`src/rtl/display_scan_controller_if.sv`:
```
// Display scan bus: BCD digit load side plus decoder nibble / digit-enable side.
interface display_scan_controller_if #(
  parameter int NUM_DIGITS = 4
);
  logic [4*NUM_DIGITS-1:0] digits_in;
  logic                    load;
  logic                    lz_blank;
  logic                    A;
  logic                    B;
  logic                    C;
  logic                    D;
  logic [NUM_DIGITS-1:0]   dig_en;
  logic                    blank;
  logic                    frame_done;

  modport master (
    output digits_in, load, lz_blank,
    input  A, B, C, D, dig_en, blank, frame_done
  );

  modport slave (
    input  digits_in, load, lz_blank,
    output A, B, C, D, dig_en, blank, frame_done
  );
endinterface

```
`src/rtl/display_scan_controller.sv`:
```
// Multiplexed 7-segment scan controller: one BCD nibble per slot, blanking gap before each enable.
// All outputs registered (aligned with the slot counter); free-running, no backpressure.
module display_scan_controller #(
  parameter int NUM_DIGITS    = 4,
  parameter int SCAN_DIV      = 1000,
  parameter int BLANK_CYCLES  = 8,
  parameter int EN_ACTIVE_LOW = 0
) (
  input  logic                     clk,
  input  logic                     rst_n,
  display_scan_controller_if.slave bus
);

  localparam int CW = (SCAN_DIV > 1) ? $clog2(SCAN_DIV) : 1;
  localparam int IW = (NUM_DIGITS > 1) ? $clog2(NUM_DIGITS) : 1;
  localparam logic [CW-1:0] CNT_MAX  = CW'(SCAN_DIV - 1);
  localparam logic [CW-1:0] CNT_SHOW = CW'(BLANK_CYCLES);
  localparam logic [IW-1:0] IDX_MAX  = IW'(NUM_DIGITS - 1);
  localparam logic [NUM_DIGITS-1:0] EN_OFF =
    (EN_ACTIVE_LOW != 0) ? {NUM_DIGITS{1'b1}} : {NUM_DIGITS{1'b0}};

  typedef enum logic {S_BLANK, S_SHOW} state_t;

  state_t                      state_q, state_nxt;
  logic [CW-1:0]               cnt_q, cnt_nxt;
  logic [IW-1:0]               idx_q, idx_nxt;
  logic [NUM_DIGITS-1:0][3:0]  shadow_q, shadow_nxt;
  logic [NUM_DIGITS-1:0][3:0]  active_q, active_nxt;
  logic [NUM_DIGITS-1:0][3:0]  digits_w;
  logic                        pending_q, pending_nxt;
  logic                        supp_q, supp_nxt;
  logic [3:0]                  abcd_q, abcd_nxt;
  logic [NUM_DIGITS-1:0]       dig_en_q, dig_en_nxt;
  logic                        blank_q, blank_nxt;
  logic                        frame_done_q, frame_done_nxt;
  logic                        slot_end, frame_end, show, zacc;
  logic [NUM_DIGITS-1:0]       zero_above, onehot;

  assign digits_w = bus.digits_in;

  always_ff @(posedge clk or negedge rst_n) begin
    if (!rst_n) begin
      state_q      <= S_BLANK;
      cnt_q        <= '0;
      idx_q        <= '0;
      shadow_q     <= '0;
      active_q     <= '0;
      pending_q    <= 1'b0;
      supp_q       <= 1'b0;
      abcd_q       <= 4'd0;
      dig_en_q     <= EN_OFF;
      blank_q      <= 1'b1;
      frame_done_q <= 1'b0;
    end else begin
      state_q      <= state_nxt;
      cnt_q        <= cnt_nxt;
      idx_q        <= idx_nxt;
      shadow_q     <= shadow_nxt;
      active_q     <= active_nxt;
      pending_q    <= pending_nxt;
      supp_q       <= supp_nxt;
      abcd_q       <= abcd_nxt;
      dig_en_q     <= dig_en_nxt;
      blank_q      <= blank_nxt;
      frame_done_q <= frame_done_nxt;
    end
  end

  always_comb begin
    slot_end    = (cnt_q == CNT_MAX);
    frame_end   = slot_end && (idx_q == IDX_MAX);
    cnt_nxt     = slot_end ? '0 : cnt_q + CW'(1);
    idx_nxt     = idx_q;
    if (slot_end) begin
      idx_nxt = (idx_q == IDX_MAX) ? '0 : idx_q + IW'(1);
    end

    shadow_nxt  = bus.load ? digits_w : shadow_q;
    pending_nxt = bus.load ? 1'b1 : pending_q;
    active_nxt  = active_q;
    // A load landing on the wrap cycle bypasses the shadow so it shows without a frame of delay.
    if (frame_end) begin
      if (bus.load) begin
        active_nxt = digits_w;
      end else if (pending_q) begin
        active_nxt = shadow_q;
      end
      pending_nxt = 1'b0;
    end

    state_nxt = (cnt_nxt < CNT_SHOW) ? S_BLANK : S_SHOW;

    // zero_above[i]: digit i and every more-significant digit are zero.
    zacc       = 1'b1;
    zero_above = '0;
    for (int i = NUM_DIGITS - 1; i >= 0; i--) begin
      zacc          = zacc & (active_nxt[i] == 4'd0);
      zero_above[i] = zacc;
    end

    supp_nxt = supp_q;
    if (slot_end) begin
      supp_nxt = bus.lz_blank && (idx_nxt != '0) && zero_above[idx_nxt];
    end

    onehot          = '0;
    onehot[idx_nxt] = 1'b1;
    show            = (state_nxt == S_SHOW) && !supp_nxt;
    dig_en_nxt      = show ? ((EN_ACTIVE_LOW != 0) ? ~onehot : onehot) : EN_OFF;
    blank_nxt       = !show;
    abcd_nxt        = active_nxt[idx_nxt];
    frame_done_nxt  = frame_end;
  end

  assign bus.A          = abcd_q[3];
  assign bus.B          = abcd_q[2];
  assign bus.C          = abcd_q[1];
  assign bus.D          = abcd_q[0];
  assign bus.dig_en     = dig_en_q;
  assign bus.blank      = blank_q;
  assign bus.frame_done = frame_done_q;

endmodule

```
`src/flat_wrapper.sv`:
```
// flat-port wrapper written by rule: the top's interface ports become plain ports
module display_scan_controller_flat 
#(
  parameter int NUM_DIGITS    = 4,
  parameter int SCAN_DIV      = 1000,
  parameter int BLANK_CYCLES  = 8,
  parameter int EN_ACTIVE_LOW = 0
)
  (clk, rst_n, bus_digits_in, bus_load, bus_lz_blank, bus_A, bus_B, bus_C, bus_D, bus_dig_en, bus_blank, bus_frame_done);
  display_scan_controller_if #(.NUM_DIGITS(NUM_DIGITS)) bus_i ();
  input  logic clk;
  input  logic rst_n;
  input wire logic [$bits(bus_i.digits_in)-1:0] bus_digits_in;
  input wire logic [$bits(bus_i.load)-1:0] bus_load;
  input wire logic [$bits(bus_i.lz_blank)-1:0] bus_lz_blank;
  output wire logic [$bits(bus_i.A)-1:0] bus_A;
  output wire logic [$bits(bus_i.B)-1:0] bus_B;
  output wire logic [$bits(bus_i.C)-1:0] bus_C;
  output wire logic [$bits(bus_i.D)-1:0] bus_D;
  output wire logic [$bits(bus_i.dig_en)-1:0] bus_dig_en;
  output wire logic [$bits(bus_i.blank)-1:0] bus_blank;
  output wire logic [$bits(bus_i.frame_done)-1:0] bus_frame_done;
  assign bus_i.digits_in = bus_digits_in;
  assign bus_i.load = bus_load;
  assign bus_i.lz_blank = bus_lz_blank;
  assign bus_A = bus_i.A;
  assign bus_B = bus_i.B;
  assign bus_C = bus_i.C;
  assign bus_D = bus_i.D;
  assign bus_dig_en = bus_i.dig_en;
  assign bus_blank = bus_i.blank;
  assign bus_frame_done = bus_i.frame_done;
  display_scan_controller #(.NUM_DIGITS(NUM_DIGITS), .SCAN_DIV(SCAN_DIV), .BLANK_CYCLES(BLANK_CYCLES), .EN_ACTIVE_LOW(EN_ACTIVE_LOW)) u_core (.clk(clk), .rst_n(rst_n), .bus(bus_i));
endmodule
```
`config.mk`:
```
export PLATFORM = sky130hd
export DESIGN_NAME = display_scan_controller_flat
export DESIGN_NICKNAME = d
export VERILOG_FILES = /design/src/rtl/display_scan_controller_if.sv /design/src/rtl/display_scan_controller.sv /design/src/flat_wrapper.sv
export SDC_FILE = /design/constraint.sdc
export NUM_CORES = 1
export LEC_CHECK = 0
export ABC_AREA = 1
export BUFFER_PORTS_ARGS = -buffer_cell sky130_fd_sc_hd__buf_4
export CAP_MARGIN = 15
export CORE_ASPECT_RATIO = 1.75
export CORE_MARGIN = 2
export CORE_UTILIZATION = 58
export DETAILED_ROUTE_END_ITERATION = 8
export GPL_TIMING_DRIVEN = 0
export PLACE_DENSITY = 0.79
export SETUP_SLACK_MARGIN = 0.05
export SLEW_MARGIN = 20
export SYNTH_ARGS = -nofsm -noshare
export SYNTH_HDL_FRONTEND = slang
export SYNTH_SLANG_ARGS = --single-unit
```
`constraint.sdc`:
```
create_clock -name clk -period 2.33 [get_ports clk]
set_input_delay 0.466 -clock clk [delete_from_list [all_inputs] [get_ports clk]]
set_output_delay 0.466 -clock clk [all_outputs]
set_load 0.05 [all_outputs]
```
After elaboration in Yosys (flattened, before gate mapping)
Index checks and enable logic that the tools add are counted.
{"block": "word_totals", "reg_bits": 56, "output_inout_bits": 10, "word_cells": 56}
{"block": "classes", "add_sub_neg": 2, "magnitude_cmp": 3, "eq_ne": 2, "n_mux": 17, "bitwise": 3, "reduce_logical": 13}
{"op": "$mux 16", "n": 3}
{"op": "$logic_not 4->1", "n": 4}
{"op": "$add 10x1->10 const B", "n": 1}
{"op": "$eq 10x10->1 const B", "n": 1}
{"op": "$lt 10x4->1 const B", "n": 1}
{"op": "$mux 10", "n": 1}
{"op": "$bmux 4 s2", "n": 1}
{"op": "$mux 4", "n": 2}
{"op": "$mux 1", "n": 6}
{"op": "$logic_and 1x1->1", "n": 5}
{"op": "$mux 2", "n": 2}
{"op": "$reduce_bool 2->1", "n": 2}
{"op": "$and 1x1->1", "n": 3}
{"op": "$lt 2x3->1 const B", "n": 1}
{"op": "$add 2x1->2 const B", "n": 1}
{"op": "$bmux 1 s2", "n": 1}
{"op": "$demux 1 s2", "n": 1}
{"op": "$eq 2x2->1 const B", "n": 1}
{"op": "$ge 2x1->1 const B", "n": 1}
{"op": "$logic_not 1->1", "n": 2}

Longest topological paths before layout
{"block": "logic_depth", "word_depth": 14, "ltp_mapped": 13, "ltp_nobuf": 13}

Least setup slack after synthesis
Ideal clock, no wire load.
{"block": "synth_timing", "kind": "register to register", "start": "register u_core.cnt_q[0]", "end": "register u_core.dig_en_q[3] (netlist: u_core.bus.dig_en[3])", "setup_ps": 117, "arrival_ps": 1745, "required_time_ps": 2213, "setup_slack_ps": 468, "path_stages_with_launch": 13, "synth_period_minus_slack_ps": 1862, "path_cell_list": "dfrtp_1 > ha_1 > nand2_2 > nor2_4 > nand2_2 > nor2_8 > nand2_4 > o21ai_2 > nand3_1 > nor2_2 > nand3_2 > nand3_4 > nor2_2"}
{"block": "synth_between", "elab_chain_cells": 14, "word_cells_on_any_way": 29, "classes_between": "add/sub: 1; order compare: 3; eq/ne: 1; mux: 10; bitwise: 3; reduce/logical: 11"}
{"item": "start, declared", "line": "display_scan_controller.sv:25", "source": "logic [CW-1:0] cnt_q, cnt_nxt;"}
{"item": "start signal, assigned", "line": "display_scan_controller.sv:56", "source": "cnt_q <= cnt_nxt;"}
{"item": "parallel branches: the longest is 13 deep, another holds $add 10x1->10"}
{"item": "$mux 4 (*)", "line": "display_scan_controller.sv:109", "source": "dig_en_nxt = show ? ((EN_ACTIVE_LOW != 0) ? ~onehot : onehot) : EN_OFF;"}
{"item": "net u_core.dig_en_nxt[3]", "line": "display_scan_controller.sv:33", "source": "logic [NUM_DIGITS-1:0] dig_en_q, dig_en_nxt;"}
{"item": "end signal, assigned", "line": "display_scan_controller.sv:63", "source": "dig_en_q <= dig_en_nxt;"}
{"item": "end, declared", "line": "display_scan_controller.sv:33"}
Mark *: on every way through the listed nets, which the timed path passes. The select of a mux whose other input is x is not followed.
A chain may end at the register's enable or synchronous reset.

Final worst setup path
{"block": "layout_timing", "start": "register u_core.cnt_q[1]", "end": "register u_core.dig_en_q[3] (netlist: u_core.bus.dig_en[3])"}
Same word-level chain as after synthesis.

==> run metrics <==
Seq/Total Area, Yosys 0.513; critical path arrival 2.22 ns; H-tree depth 2; period utilization 0.865; Synth cell types 29; Die Ht 94.8 um; vias in the first global route 2126; Pre-Repair DR Iteration Count 4; TritonCTS Sinks 56; top post-synthesis cells by area dfrtp_1 (50%), nand2_1 (16%), inv_1 (5.1%); via count 2193; worst-path maximum fanout 7; Placed Instances 406; asr flop ratio synth 1.00; pin count of the biggest net entering global routing 57; Initial Util 0.591; Worst Tran Pin Value 0.693 ns; port bufs 29; CTS Root Cell clkbuf_8; Total GRT Usage 0.240; wire per inst 13.8 um; worst r2r dst u_core.bus.dig_en[3]; worst min-delay path class primary input to asynchronous set/reset pin; Total Wirelength 5.73 mm; Critical Path Sink Type register; chip width 55.9 um; R2R Setup Slk 0.31 ns; Routed Antenna Nets 0; post-DP HPWL 4.20 mm; Core Area 4620 um2; DIE AREA 5300 um2; Non-Filler Instances 416; Vias/cell 5.27; initial antenna violation count 0; Placed Area 3020 um2; WP data required 2.53 ns; Ports 30; initial detailed-routing violation count 50; Pins Over Slew Limit 0; leakage power total 1.66 nW; PD cells 527 nW/um2; clock transition at the registers of the reported paths 0.09 ns; layout cell share with drive strength beyond 1 0.234; outcome complete, no violations; R2R depth 12; CP Class register to register; Area Overhead vs Synth 14.4%; GP Congestion 0.882; first-pass GRT wire length 9.78 mm; Yosys Warn Count 0; Synth Cell Area 2740 um2; worst r2r src u_core.cnt_q[1]; Yosys top cell by area dfrtp_1; #FFs+latches synth 56; Rel. slew slack 0.538; EDFF count, synth 0; RSZ-0062 raised after global routing false; post-synthesis instance total 325; Max clock buf depth 2; Clock Skew 0.00517 ns; global route overflow 0; Site Rows 33; TritonCTS Buffers 5; DRC viols 0; Final min period 2.02 ns; Synth top area share 0.503; CTS tree built; crit start category register; Fin. Hold Viols 0; Max VDD drop 609 uV; worst skew pair latency 0.30 ns; Fmax 496 MHz; ys flop type dfrtp_1; max_cap viols 0; Diodes inserted 0; sum of negative setup slack 0 ns; Mapped Nets 347; cell area after layout 3130 um2; setup violators final 0; Power, Total 1.65 mW; final net count 385; mean post-synth cell area 8.42 um2; # hold bufs at CTS 0
[registers in the layout (all words and copies together), names as in the netlist]
name	count
u_core.abcd_q	4
u_core.active_q	16
u_core.bus.dig_en	4
u_core.supp_q	1
u_core.shadow_q	16
u_core.cnt_q	10
u_core.bus.frame_done	1
u_core.pending_q	1
u_core.bus.blank	1
u_core.idx_q	2
[synth_stat cells (2+ instances only)]
cell and instances:
nor2_2 9, ha_1 2, or2_2 2, mux2_2 4, inv_1 37, dfrtp_1 55, buf_4 2, nand4_1 6
nor2_4 3, inv_2 3, nand2_4 2, o2111ai_1 3, a21boi_0 3, nand2_1 113, o21ai_2 5, nand2_2 6
o21ai_0 16, buf_2 5, nand3_1 16, nand3_4 2, nor3_1 3, xor2_1 2, nand3b_1 2, o21ai_1 2
nor2_1 18
[stage by stage]
stage / util / worst slack (ns) / hold slack (ns)
floorplan: - / 0.468 / 0.170
global placement: 0.653 / 0.146 / 0.446
detailed placement: 0.653 / 0.150 / 0.457
CTS: 0.673 / 0.136 / 0.221
global route: 0.676 / 0.132 / 0.255
finish: 0.676 / 0.314 / 0.192
[worst max path at each step]
stage                            to            start  cells past startpoint
3_3_place_gp   u_core.bus.dig_en[1]  u_core.cnt_q[0]                     12
6_report       u_core.bus.dig_en[3]  u_core.cnt_q[1]                     12
5_1_grt        u_core.bus.dig_en[3]  u_core.cnt_q[1]                     12
3_5_place_dp   u_core.bus.dig_en[1]  u_core.cnt_q[0]                     12
4_1_cts        u_core.bus.dig_en[1]  u_core.cnt_q[0]                     12
2_1_floorplan  u_core.bus.dig_en[3]  u_core.cnt_q[0]                     12
[timing repair]
action                     in CTS  in global routing
resized for setup               0                  1
setup endpoints to repair       0                  9
buffers inserted                0                  2
[area by class of cell]
type	count	area [um2]
Buffer	7	40.0
Clock buffer	7	86.3
Clock inverter	1	7.51
Fill cell	376	1500
Inverter	40	150
Multi-Input combinational cell	222	1140
Sequential cell	56	1400
Tap cell	52	65.1
Timing Repair Buffer	31	233
[power breakdown]
group,switching [mW],internal (mW)
combinational,0.0637,0.0428
sequential,0.00974,0.995
clock,0.294,0.242
total,0.368,1.28
[logic make-up (layout without fill, tap and decap cells)]
| group | after synthesis | count (layout) | share of synthesized area |
|---|---|---|---|
| buf+inv | 47 | 86 | 0.0695 |
| compound gates | 30 | 30 | 0.0686 |
| flops | 56 | 56 | 0.513 |
| simple gates | 184 | 184 | 0.317 |
| mux | 4 | 4 | 0.0165 |
| xor+xnor | 2 | 2 | 0.00641 |
| fa+ha+maj | 2 | 2 | 0.00915 |
[metal layers]
metal	share of wire	GRT usage	up-vias	wire length [um]
met2	0.53	0.425	48	3050
met3	0.036	0.0384	16	206
met1	0.40	0.282	1035	2280
met5	0	0	-	0
li1	-	-	1094	-
met4	0.034	0.115	0	193
[layout by cell type, fill, tap and decap left out, types with 2 or more instances in the layout]
master     instances
ha_1               2
or2_2              2
a21boi_0           3
nand3_4            2
nand3_1           16
o21ai_1            2
buf_2              5
nand2_1          113
nor2_2             9
inv_2              3
o2111ai_1          3
nand2_4            2
nor3_1             3
inv_1             37
nand3b_1           2
clkbuf_8           6
nand2_2            6
buf_4             33
o21ai_2            5
nand4_1            6
nor2_4             3
o21ai_0           16
mux2_2             4
dfrtp_1           54
xor2_1             2
nor2_1            18
[worst max-delay path: stages, from the launching register on]
cell,delay (ns)
dfrtp_1,0.38
ha_1,0.23
nand2_2,0.12
nor2_4,0.14
nand2_2,0.10
nor2_8,0.15
nand2_4,0.09
o21ai_2,0.19
nand3_1,0.11
nor2_2,0.11
nand3_2,0.13
nand3_4,0.12
nor2_2,0.04
(Power assumes the default switching activity.)
